===== src/rtl/dmem_arbiter_if.sv =====
// rtl/dmem_arbiter_if.sv - one master port of the DMEM arbiter
interface dmem_arbiter_if #(
  parameter int ADDR_W = 32
);
  logic              req;
  logic              we;
  logic [1:0]        size;
  logic              sext;
  logic [ADDR_W-1:0] addr;
  logic [31:0]       wdata;
  logic              gnt;
  logic              rvalid;
  logic [31:0]       rdata;
  logic              err;

  modport master (
    output req, we, size, sext, addr, wdata,
    input  gnt, rvalid, rdata, err
  );

  modport slave (
    input  req, we, size, sext, addr, wdata,
    output gnt, rvalid, rdata, err
  );
endinterface


===== src/rtl/dmem_arbiter.sv =====
// rtl/dmem_arbiter.sv - two-port round-robin arbiter and sequencer in front of DMEM
module dmem_arbiter #(
  parameter int MEM_SIZE = 1024,
  parameter int ADDR_W   = 32
) (
  input  logic              clk,
  input  logic              rst,
  dmem_arbiter_if.slave     m0,
  dmem_arbiter_if.slave     m1,
  output logic              dmem_read,
  output logic              dmem_write,
  output logic [1:0]        dmem_size,
  output logic              dmem_sext,
  output logic [ADDR_W-1:0] dmem_addr,
  output logic [31:0]       dmem_wdata,
  input  logic [31:0]       dmem_rdata
);

  typedef enum logic [1:0] {
    S_IDLE   = 2'd0,
    S_ACCESS = 2'd1,
    S_RESP   = 2'd2
  } state_e;

  localparam logic [ADDR_W:0] MEM_LIMIT = (ADDR_W+1)'(MEM_SIZE);

  // Alignment and bounds check; the end address is formed one bit wider so it cannot wrap.
  function automatic logic access_err(input logic [1:0] size, input logic [ADDR_W-1:0] addr);
    logic [ADDR_W:0] nbytes;
    logic [ADDR_W:0] end_addr;
    logic            misaligned;
    case (size)
      2'b00:   nbytes = (ADDR_W+1)'(1);
      2'b01:   nbytes = (ADDR_W+1)'(2);
      2'b10:   nbytes = (ADDR_W+1)'(4);
      default: nbytes = '0;
    endcase
    end_addr   = {1'b0, addr} + nbytes;
    misaligned = (size == 2'b01 && addr[0]) || (size == 2'b10 && addr[1:0] != 2'b00);
    return (size == 2'b11) || misaligned || (end_addr > MEM_LIMIT);
  endfunction

  state_e            state_q, state_d;
  logic              last_grant_q, last_grant_d;
  logic              owner_q, owner_d;
  logic              we_q, we_d;
  logic [1:0]        size_q, size_d;
  logic              sext_q, sext_d;
  logic [ADDR_W-1:0] addr_q, addr_d;
  logic [31:0]       wdata_q, wdata_d;
  logic              err_q, err_d;
  logic              dmem_read_q, dmem_read_d;
  logic              dmem_write_q, dmem_write_d;
  logic              rvalid0_q, rvalid0_d;
  logic              rvalid1_q, rvalid1_d;
  logic [31:0]       rdata0_q, rdata0_d;
  logic [31:0]       rdata1_q, rdata1_d;
  logic              rerr0_q, rerr0_d;
  logic              rerr1_q, rerr1_d;

  logic              pick0, pick1;
  logic              sel_we, sel_sext, sel_err;
  logic [1:0]        sel_size;
  logic [ADDR_W-1:0] sel_addr;
  logic [31:0]       sel_wdata;

  // Grant only from IDLE; on a tie the port that did not win last time is chosen.
  always_comb begin
    pick0 = 1'b0;
    pick1 = 1'b0;
    if (state_q == S_IDLE) begin
      if (m0.req && m1.req) begin
        pick0 = last_grant_q;
        pick1 = ~last_grant_q;
      end else begin
        pick0 = m0.req;
        pick1 = m1.req;
      end
    end
  end

  // Steer the winning port's request fields toward the latches.
  always_comb begin
    sel_we    = m0.we;
    sel_size  = m0.size;
    sel_sext  = m0.sext;
    sel_addr  = m0.addr;
    sel_wdata = m0.wdata;
    if (pick1) begin
      sel_we    = m1.we;
      sel_size  = m1.size;
      sel_sext  = m1.sext;
      sel_addr  = m1.addr;
      sel_wdata = m1.wdata;
    end
    sel_err = access_err(sel_size, sel_addr);
  end

  // Sequencer: capture in IDLE, one DMEM cycle in ACCESS, respond in RESP.
  always_comb begin
    state_d      = state_q;
    last_grant_d = last_grant_q;
    owner_d      = owner_q;
    we_d         = we_q;
    size_d       = size_q;
    sext_d       = sext_q;
    addr_d       = addr_q;
    wdata_d      = wdata_q;
    err_d        = err_q;
    dmem_read_d  = 1'b0;
    dmem_write_d = 1'b0;
    rvalid0_d    = 1'b0;
    rvalid1_d    = 1'b0;
    rdata0_d     = rdata0_q;
    rdata1_d     = rdata1_q;
    rerr0_d      = rerr0_q;
    rerr1_d      = rerr1_q;
    case (state_q)
      S_IDLE: begin
        if (pick0 || pick1) begin
          state_d      = S_ACCESS;
          last_grant_d = pick1;
          owner_d      = pick1;
          we_d         = sel_we;
          size_d       = sel_size;
          sext_d       = sel_sext;
          addr_d       = sel_addr;
          wdata_d      = sel_wdata;
          err_d        = sel_err;
          dmem_read_d  = ~sel_we & ~sel_err;
          dmem_write_d = sel_we & ~sel_err;
        end
      end
      S_ACCESS: begin
        state_d = S_RESP;
        if (owner_q) begin
          rvalid1_d = 1'b1;
          rdata1_d  = (err_q || we_q) ? 32'h0 : dmem_rdata;
          rerr1_d   = err_q;
        end else begin
          rvalid0_d = 1'b1;
          rdata0_d  = (err_q || we_q) ? 32'h0 : dmem_rdata;
          rerr0_d   = err_q;
        end
      end
      S_RESP: begin
        state_d = S_IDLE;
      end
      default: begin
        state_d = S_IDLE;
      end
    endcase
  end

  // State and output registers with synchronous reset.
  always_ff @(posedge clk) begin
    if (rst) begin
      state_q      <= S_IDLE;
      last_grant_q <= 1'b1;
      owner_q      <= 1'b0;
      we_q         <= 1'b0;
      size_q       <= 2'b00;
      sext_q       <= 1'b0;
      addr_q       <= '0;
      wdata_q      <= 32'h0;
      err_q        <= 1'b0;
      dmem_read_q  <= 1'b0;
      dmem_write_q <= 1'b0;
      rvalid0_q    <= 1'b0;
      rvalid1_q    <= 1'b0;
      rdata0_q     <= 32'h0;
      rdata1_q     <= 32'h0;
      rerr0_q      <= 1'b0;
      rerr1_q      <= 1'b0;
    end else begin
      state_q      <= state_d;
      last_grant_q <= last_grant_d;
      owner_q      <= owner_d;
      we_q         <= we_d;
      size_q       <= size_d;
      sext_q       <= sext_d;
      addr_q       <= addr_d;
      wdata_q      <= wdata_d;
      err_q        <= err_d;
      dmem_read_q  <= dmem_read_d;
      dmem_write_q <= dmem_write_d;
      rvalid0_q    <= rvalid0_d;
      rvalid1_q    <= rvalid1_d;
      rdata0_q     <= rdata0_d;
      rdata1_q     <= rdata1_d;
      rerr0_q      <= rerr0_d;
      rerr1_q      <= rerr1_d;
    end
  end

  assign m0.gnt    = pick0;
  assign m1.gnt    = pick1;
  assign m0.rvalid = rvalid0_q;
  assign m1.rvalid = rvalid1_q;
  assign m0.rdata  = rdata0_q;
  assign m1.rdata  = rdata1_q;
  assign m0.err    = rerr0_q;
  assign m1.err    = rerr1_q;

  assign dmem_read  = dmem_read_q;
  assign dmem_write = dmem_write_q;
  assign dmem_size  = size_q;
  assign dmem_sext  = sext_q;
  assign dmem_addr  = addr_q;
  assign dmem_wdata = wdata_q;

endmodule

===== src/flat_wrapper.sv =====
// flat-port wrapper written by rule: the top's interface ports become plain ports
module dmem_arbiter_flat 
#(
  parameter int MEM_SIZE = 1024,
  parameter int ADDR_W   = 32
)
  (clk, rst, dmem_read, dmem_write, dmem_size, dmem_sext, dmem_addr, dmem_wdata, dmem_rdata, m0_req, m0_we, m0_size, m0_sext, m0_addr, m0_wdata, m0_gnt, m0_rvalid, m0_rdata, m0_err, m1_req, m1_we, m1_size, m1_sext, m1_addr, m1_wdata, m1_gnt, m1_rvalid, m1_rdata, m1_err);
  dmem_arbiter_if #(.ADDR_W(ADDR_W)) m0_i ();
  dmem_arbiter_if #(.ADDR_W(ADDR_W)) m1_i ();
  input  logic clk;
  input  logic rst;
  output logic dmem_read;
  output logic dmem_write;
  output logic [1:0] dmem_size;
  output logic dmem_sext;
  output logic [ADDR_W-1:0] dmem_addr;
  output logic [31:0] dmem_wdata;
  input  logic [31:0] dmem_rdata;
  input wire logic [$bits(m0_i.req)-1:0] m0_req;
  input wire logic [$bits(m0_i.we)-1:0] m0_we;
  input wire logic [$bits(m0_i.size)-1:0] m0_size;
  input wire logic [$bits(m0_i.sext)-1:0] m0_sext;
  input wire logic [$bits(m0_i.addr)-1:0] m0_addr;
  input wire logic [$bits(m0_i.wdata)-1:0] m0_wdata;
  output wire logic [$bits(m0_i.gnt)-1:0] m0_gnt;
  output wire logic [$bits(m0_i.rvalid)-1:0] m0_rvalid;
  output wire logic [$bits(m0_i.rdata)-1:0] m0_rdata;
  output wire logic [$bits(m0_i.err)-1:0] m0_err;
  input wire logic [$bits(m1_i.req)-1:0] m1_req;
  input wire logic [$bits(m1_i.we)-1:0] m1_we;
  input wire logic [$bits(m1_i.size)-1:0] m1_size;
  input wire logic [$bits(m1_i.sext)-1:0] m1_sext;
  input wire logic [$bits(m1_i.addr)-1:0] m1_addr;
  input wire logic [$bits(m1_i.wdata)-1:0] m1_wdata;
  output wire logic [$bits(m1_i.gnt)-1:0] m1_gnt;
  output wire logic [$bits(m1_i.rvalid)-1:0] m1_rvalid;
  output wire logic [$bits(m1_i.rdata)-1:0] m1_rdata;
  output wire logic [$bits(m1_i.err)-1:0] m1_err;
  assign m0_i.req = m0_req;
  assign m0_i.we = m0_we;
  assign m0_i.size = m0_size;
  assign m0_i.sext = m0_sext;
  assign m0_i.addr = m0_addr;
  assign m0_i.wdata = m0_wdata;
  assign m0_gnt = m0_i.gnt;
  assign m0_rvalid = m0_i.rvalid;
  assign m0_rdata = m0_i.rdata;
  assign m0_err = m0_i.err;
  assign m1_i.req = m1_req;
  assign m1_i.we = m1_we;
  assign m1_i.size = m1_size;
  assign m1_i.sext = m1_sext;
  assign m1_i.addr = m1_addr;
  assign m1_i.wdata = m1_wdata;
  assign m1_gnt = m1_i.gnt;
  assign m1_rvalid = m1_i.rvalid;
  assign m1_rdata = m1_i.rdata;
  assign m1_err = m1_i.err;
  dmem_arbiter #(.MEM_SIZE(MEM_SIZE), .ADDR_W(ADDR_W)) u_core (.clk(clk), .rst(rst), .m0(m0_i), .m1(m1_i), .dmem_read(dmem_read), .dmem_write(dmem_write), .dmem_size(dmem_size), .dmem_sext(dmem_sext), .dmem_addr(dmem_addr), .dmem_wdata(dmem_wdata), .dmem_rdata(dmem_rdata));
endmodule

===== config.mk =====
export PLATFORM = sky130hd
export DESIGN_NAME = dmem_arbiter_flat
export DESIGN_NICKNAME = d
export VERILOG_FILES = /design/src/rtl/dmem_arbiter_if.sv /design/src/rtl/dmem_arbiter.sv /design/src/flat_wrapper.sv
export SDC_FILE = /design/constraint.sdc
export NUM_CORES = 1
export LEC_CHECK = 0
export ABC_AREA = 0
export CAP_MARGIN = 20
export CELL_PAD_IN_SITES_DETAIL_PLACEMENT = 0
export CELL_PAD_IN_SITES_GLOBAL_PLACEMENT = 2
export CORE_ASPECT_RATIO = 1.1
export CORE_MARGIN = 4
export CORE_UTILIZATION = 24
export DETAILED_ROUTE_END_ITERATION = 6
export HOLD_SLACK_MARGIN = 0.05
export PLACE_DENSITY_LB_ADDON = 0.05
export SLEW_MARGIN = 20
export SYNTH_ARGS = -nofsm -noshare
export SYNTH_HDL_FRONTEND = slang
export SYNTH_SLANG_ARGS = --single-unit

===== constraint.sdc =====
create_clock -name clk -period 7.5 [get_ports clk]
set_clock_uncertainty 0.15 [all_clocks]
set_input_delay 0.75 -clock clk [delete_from_list [all_inputs] [get_ports clk]]
set_output_delay 0.75 -clock clk [all_outputs]
set_load 0.005 [all_outputs]

Yosys cells after proc, flatten, opt, wreduce, memory -nomap -nowiden. Index checks and enable logic that the tools add are counted.

Register bits after elaboration: 143. Input port bits: 172. Word-level logic and storage cells: 64. Output and inout port bits: 139.

Multiplexer cells: 15. Bitwise operators: 9. Magnitude comparators: 1. Add/sub/neg operators: 1. Equality and inequality tests: 5. Reduce and logical (&&, ||, !) cells: 16.

Operators by type and width (number): 2-to-1 mux 32 bit (3); adder 32 x 3 -> 33 bit (1); > comparator 33 x 11 -> 1 bit, second input constant (1); one-hot mux 3 bit (3 select lines) (1); 2-to-1 mux 1 bit (8); NOT 1 bit (7); AND reduction 2 bit (3); logical OR 1 bit (5); == test 2 x 1 -> 1 bit, second input constant (2); == test 2 bit, second input constant (2); zero test 2 bit (2); 2-to-1 mux 2 bit (2); one-hot mux 2 bit (2 select lines) (1); logical AND 1 bit (3); OR reduction 3 bit (1); bitwise AND 1 bit (2); inequality test 2 bit, second input constant (1); nonzero test 2 bit (1); OR reduction 2 bit (1).

Depth between registers and ports, before layout.
Depth after elaboration: 11. Gate-level depth with buffers: 19. Gate-level depth less buffers: 15.

Worst setup path after synthesis. Ideal clock, no wire load.

Path kind: input -> register. Start: input port m1_req. End: register u_core.dmem_read_q, in the netlist u_core.dmem_read. Cell stages on the path: 19. Arrival time: 4.265 ns. Data required time: 7.289 ns. Library setup time: 0.061 ns. Slack: 3.024 ns. Path buffers: 5. Cells stage by stage: nor3b_4 nand2_4 buf_6 buf_2 buf_2 buf_1 clkbuf_1 nand2_1 nand2_1 ha_1 o21ai_0 a21o_1 o32a_1 a21o_1 nor2_1 xnor2_1 nand2_1 a2111oi_1 and3_1.

Elaborated cells between the ends (all ways): 27. Those cells by class: 1 x add/sub; 1 x order compare; 3 x eq/ne; 8 x mux; 4 x bitwise; 10 x reduce/logical.

RTL lines: start: declaration (line flat_wrapper.sv:29) `input wire logic [$bits(m1_i.req)-1:0] m1_req;`; logical AND 1 bit (line dmem_arbiter.sv:72) `if (m0.req && m1.req) begin`; 2-to-1 mux 1 bit (*) (line dmem_arbiter.sv:72); 2-to-1 mux 1 bit (*) (line dmem_arbiter.sv:71) `if (state_q == S_IDLE) begin`; 2-to-1 mux 32 bit (*) (line dmem_arbiter.sv:89) `if (pick1) begin`; net u_core.sel_addr[2] (line dmem_arbiter.sv:64) `logic [ADDR_W-1:0] sel_addr;`; adder 32 x 3 -> 33 bit (*) (line dmem_arbiter.sv:38) `end_addr = {1'b0, addr} + nbytes;`; > comparator 33 x 11 -> 1 bit (*) (line dmem_arbiter.sv:40) `return (size == 2'b11) || misaligned || (end_addr > MEM_LIMIT);`; logical OR 1 bit (*) (line dmem_arbiter.sv:40); NOT 1 bit (*) (line dmem_arbiter.sv:130) `dmem_read_d = ~sel_we & ~sel_err;`; bitwise AND 1 bit (*) (line dmem_arbiter.sv:130); end signal: assignment (line dmem_arbiter.sv:185) `dmem_read_q <= dmem_read_d;`; end: declaration (line dmem_arbiter.sv:52) `logic dmem_read_q, dmem_read_d;`.

The timed path passes the listed nets; every way through them passes the cells marked *. A chain may end at the register's enable or synchronous reset.

Final worst setup path.
Start: input port m1_req. End: register u_core.dmem_write_q, in the netlist u_core.dmem_write.

Word-level cells in the longest chain between the ends: 11. Elaborated cells between the ends (all ways): 26. Those cells by class: 1 x add/sub; 1 x order compare; 3 x eq/ne; 8 x mux; 3 x bitwise; 10 x reduce/logical.

Ends and longest elaborated chain: logical AND 1 bit (line dmem_arbiter.sv:72); 2-to-1 mux 1 bit (line dmem_arbiter.sv:72); 2-to-1 mux 1 bit (line dmem_arbiter.sv:71); 2-to-1 mux 2 bit or 2-to-1 mux 32 bit (tied branches) (line dmem_arbiter.sv:89); == test 2 bit (tied with other cells) (line dmem_arbiter.sv:32, dmem_arbiter.sv:39); one-hot mux 3 bit (3 select lines) or logical AND 1 bit (tied branches) (line dmem_arbiter.sv:32, dmem_arbiter.sv:39); adder 32 x 3 -> 33 bit or logical OR 1 bit (tied branches) (line dmem_arbiter.sv:38, dmem_arbiter.sv:39); > comparator 33 x 11 -> 1 bit or logical OR 1 bit (tied branches) (line dmem_arbiter.sv:40); logical OR 1 bit (line dmem_arbiter.sv:40); NOT 1 bit (line dmem_arbiter.sv:131) `dmem_write_d = sel_we & ~sel_err;`; bitwise AND 1 bit (line dmem_arbiter.sv:131); end signal: assignment (line dmem_arbiter.sv:186) `dmem_write_q <= dmem_write_d;`; end: declaration (line dmem_arbiter.sv:53) `logic dmem_write_q, dmem_write_d;`.

Several ways; a longest one is shown, not always the timed one.

==> reports/metrics.yaml <==
areaGrowthSynthToFinish_pct: 56.1
async_reset_ff_share_pct: 0
synth_area_leader_cell: "dfxtp_1"
path_clk_slew_ps: 60
drt_pass1_iterations: 5
layout.nets: 1395
drc: 0
hp-class: "flop to flop"
worstPathRequired_ps: 7720
portBuffers: 310
max_freq_mhz: 189
synth_edf_count: 0
tritoncts: "yes"
setup_tns_ps: 0
multi_input_area_um2: 4000
grt_max_degree: 75
drt_iter0_drc: 414
irDropWorstVdd_mv: 0.138
cts.hold.buffers_added: 0
core_area_um2: 29600
grt_pass1_vias: 7786
drive_gt1_share_pct: 4.55
placed_area_um2: 10500
grt_first_pass_wirelength_um: 46700
place_congestion: 0.782
die_h_um: 189
clock-sinks: 143
h-tree-depth: 4
start_util_pct: 24.3
synth_top_area_share_pct: 39.9
cts_buffers: 17
grt.overflow.total: 0
yosysSeqAreaShare_pct: 39.9
yosys-top-cells-area: "dfxtp_1, nand2_1, nand3_1, a311oi_1, nor2_1"
die_x_um: 173
cap_violations: 0
whs_ps: 301
dominantRegCellSynth: "dfxtp_1"
p_leak_nw: 3.92
clockBufferDepth: 2
final_cells: 1605
worstMarginPinSlew_ps: 1010
rsz0062_at_grt: "false"
netlist_instances: 954
relSlewSlack_pct: 31.2
p_per_area_nw_per_um2: 212
viasPerCell: 4.96
cp-end-kind: "flop"
finalSetupViolCount: 0
cts_setup_buffers: 0
start_kind: "input pin"
regArea_um2: 2860
drv_slew: 0
finalCritPeriodShare_pct: 70.4
post-route-min-period_ps: 5280
dieArea_um2: 32700
dp.cells: 1575
ys_types: 64
root_buffer: "clkbuf_16"
grt_antenna_before_repair: 0
wl_per_cell_um: 19.2
syn_area_per_cell_um2: 7.52
fin_util_pct: 37.9
grt.total_usage_pct: 18.0
worstPathMaxFanout: 62
ctsResizeCount: 0
fill_cells: 3178
hold_viol: 0
status: "finished, final reports clean"
path_class: "input pin to flop"
synthesis.area_um2: 7170
ys_ff_latch: 143
ant_nets: 0
wl_um: 30900
fin_area_um2: 11200
hpwl_um: 22000
synth_warnings: 0
synth_nets: 1129
arrival_ps: 5500
diodes: 0
vias: 7959
ios: 311
clock_latency_ps: 420
rows: 66
[cell families (layout without fill, tap and decap cells)]
kind of cell / count (synthesis) / in the layout / share of synthesized area (%)
xor gates and xnor gates: 27 / 27 / 3.30
adders and majority gates: 5 / 5 / 0.803
AOI/OAI and AO/OA: 203 / 203 / 19.0
muxes: 19 / 19 / 2.79
and+or+nand+nor: 478 / 478 / 29.6
DFF: 143 / 143 / 39.9
buffers and inverters: 79 / 356 / 4.59
[cells in the mapped netlist (4+ instances only)]
| library cell | count |
|---|---|
| inv_1 | 5 |
| and3_1 | 4 |
| or3_1 | 7 |
| o21ai_0 | 16 |
| o22ai_1 | 6 |
| nand2b_1 | 7 |
| nand2_1 | 201 |
| nor3_1 | 20 |
| a311oi_1 | 52 |
| and4_1 | 4 |
| nand4_1 | 14 |
| clkbuf_1 | 57 |
| buf_1 | 7 |
| a21oi_1 | 79 |
| o31ai_1 | 4 |
| a31oi_1 | 5 |
| a211oi_1 | 13 |
| xor2_1 | 5 |
| buf_2 | 5 |
| nor2_1 | 108 |
| dfxtp_1 | 143 |
| xnor2_1 | 22 |
| mux2i_1 | 16 |
| nor4_1 | 6 |
| nand3_1 | 93 |
[worst max-delay path, stage by stage]
cell and delay, ps:
clkdlybuf4s50_1 570, nor3b_4 460, nand2_4 410, clkinv_2 150, buf_4 570, nor2_1 110, a31oi_1 170, ha_1 210
nor2_1 70, a21o_1 210, o32ai_1 510, o21ai_0 240, a211oi_2 270, nand4_1 150, nor4_2 390, and3_1 210
[power by group]
group / internal (mW) / total [mW] / switching [mW]
sequential: 0.817 / 0.848 / 0.0309
clock: 0.639 / 0.987 / 0.348
combinational: 0.260 / 0.533 / 0.273
[per-stage QoR]
stage | setup WS (ps) | total power [mW]
6_report | 2220 | 2.37
3_3_place_gp | 1950 | 1.41
4_1_cts | 2190 | 2.41
2_1_floorplan | 3020 | 1.10
5_1_grt | 1750 | 2.48
3_5_place_dp | 1750 | 1.41
[worst paths after layout]
kind | start | end | slack [ps] | cells past startpoint
min reg2reg | u_core.m1.rdata[15]$_SDFFE_PP0P_ | u_core.m1.rdata[15]$_SDFFE_PP0P_ | 300 | 2
min | u_core.m1.rdata[15]$_SDFFE_PP0P_ | u_core.m1.rdata[15]$_SDFFE_PP0P_ | 300 | 2
max reg2reg | u_core.state_q[0]$_SDFFE_PP0P_ | u_core.dmem_write$_SDFF_PP0_ | 2780 | 15
max | m1_req | u_core.dmem_write$_SDFF_PP0_ | 2220 | 16
[state kept, by name, indices dropped and copies added (netlist names)]
name	cells
u_core.m0.rdata	32
u_core.err_q	1
u_core.we_q	1
u_core.dmem_wdata	32
u_core.owner_q	1
u_core.dmem_sext	1
u_core.last_grant_q	1
u_core.m0.rvalid	1
u_core.dmem_size	2
u_core.state_q	2
u_core.dmem_addr	32
u_core.m1.rdata	32
u_core.dmem_read	1
u_core.m1.err	1
u_core.m0.err	1
u_core.m1.rvalid	1
u_core.dmem_write	1
[layout by cell type (no fill, tap or decap), types with 4 or more instances in the layout]
cell             netlist  routed
bufinv_16              0       6
and4_1                 4       4
a31oi_1                5       5
buf_4                  1      11
a311oi_1              52      52
nand2_1              201     201
or3_1                  7       7
xor2_1                 5       5
clkdlybuf4s50_1        0     309
a21oi_1               79      79
nand3_1               93      93
o22ai_1                6       6
nand2b_1               7       7
nor3_1                20      20
nor4_1                 6       6
clkbuf_16              0      17
a211oi_1              13      13
o31ai_1                4       4
and3_1                 4       4
xnor2_1               22      22
o21ai_0               16      16
dfxtp_1              143     143
mux2i_1               16      16
nand4_1               14      14
inv_1                  5       5
nor2_1               108     106
[layer usage]
layer  up-vias  global-route usage, %  wire (um)
met1      3773                   22.0      13200
li1       3924                      -          -
met4         0                   4.76        494
met3        28                   4.69       1690
met2       234                   31.6      15400
met5         -                      0          0
[final cells by class]
cell class	count	share of cell area (%)
Multi-Input combinational cell	732	35.7
Timing Repair Buffer	320	28.4
Sequential cell	143	25.6
Tap cell	374	4.18
Clock buffer	20	4.08
Clock inverter	10	1.86
Inverter	6	0.212
(Power assumes the default switching activity.)
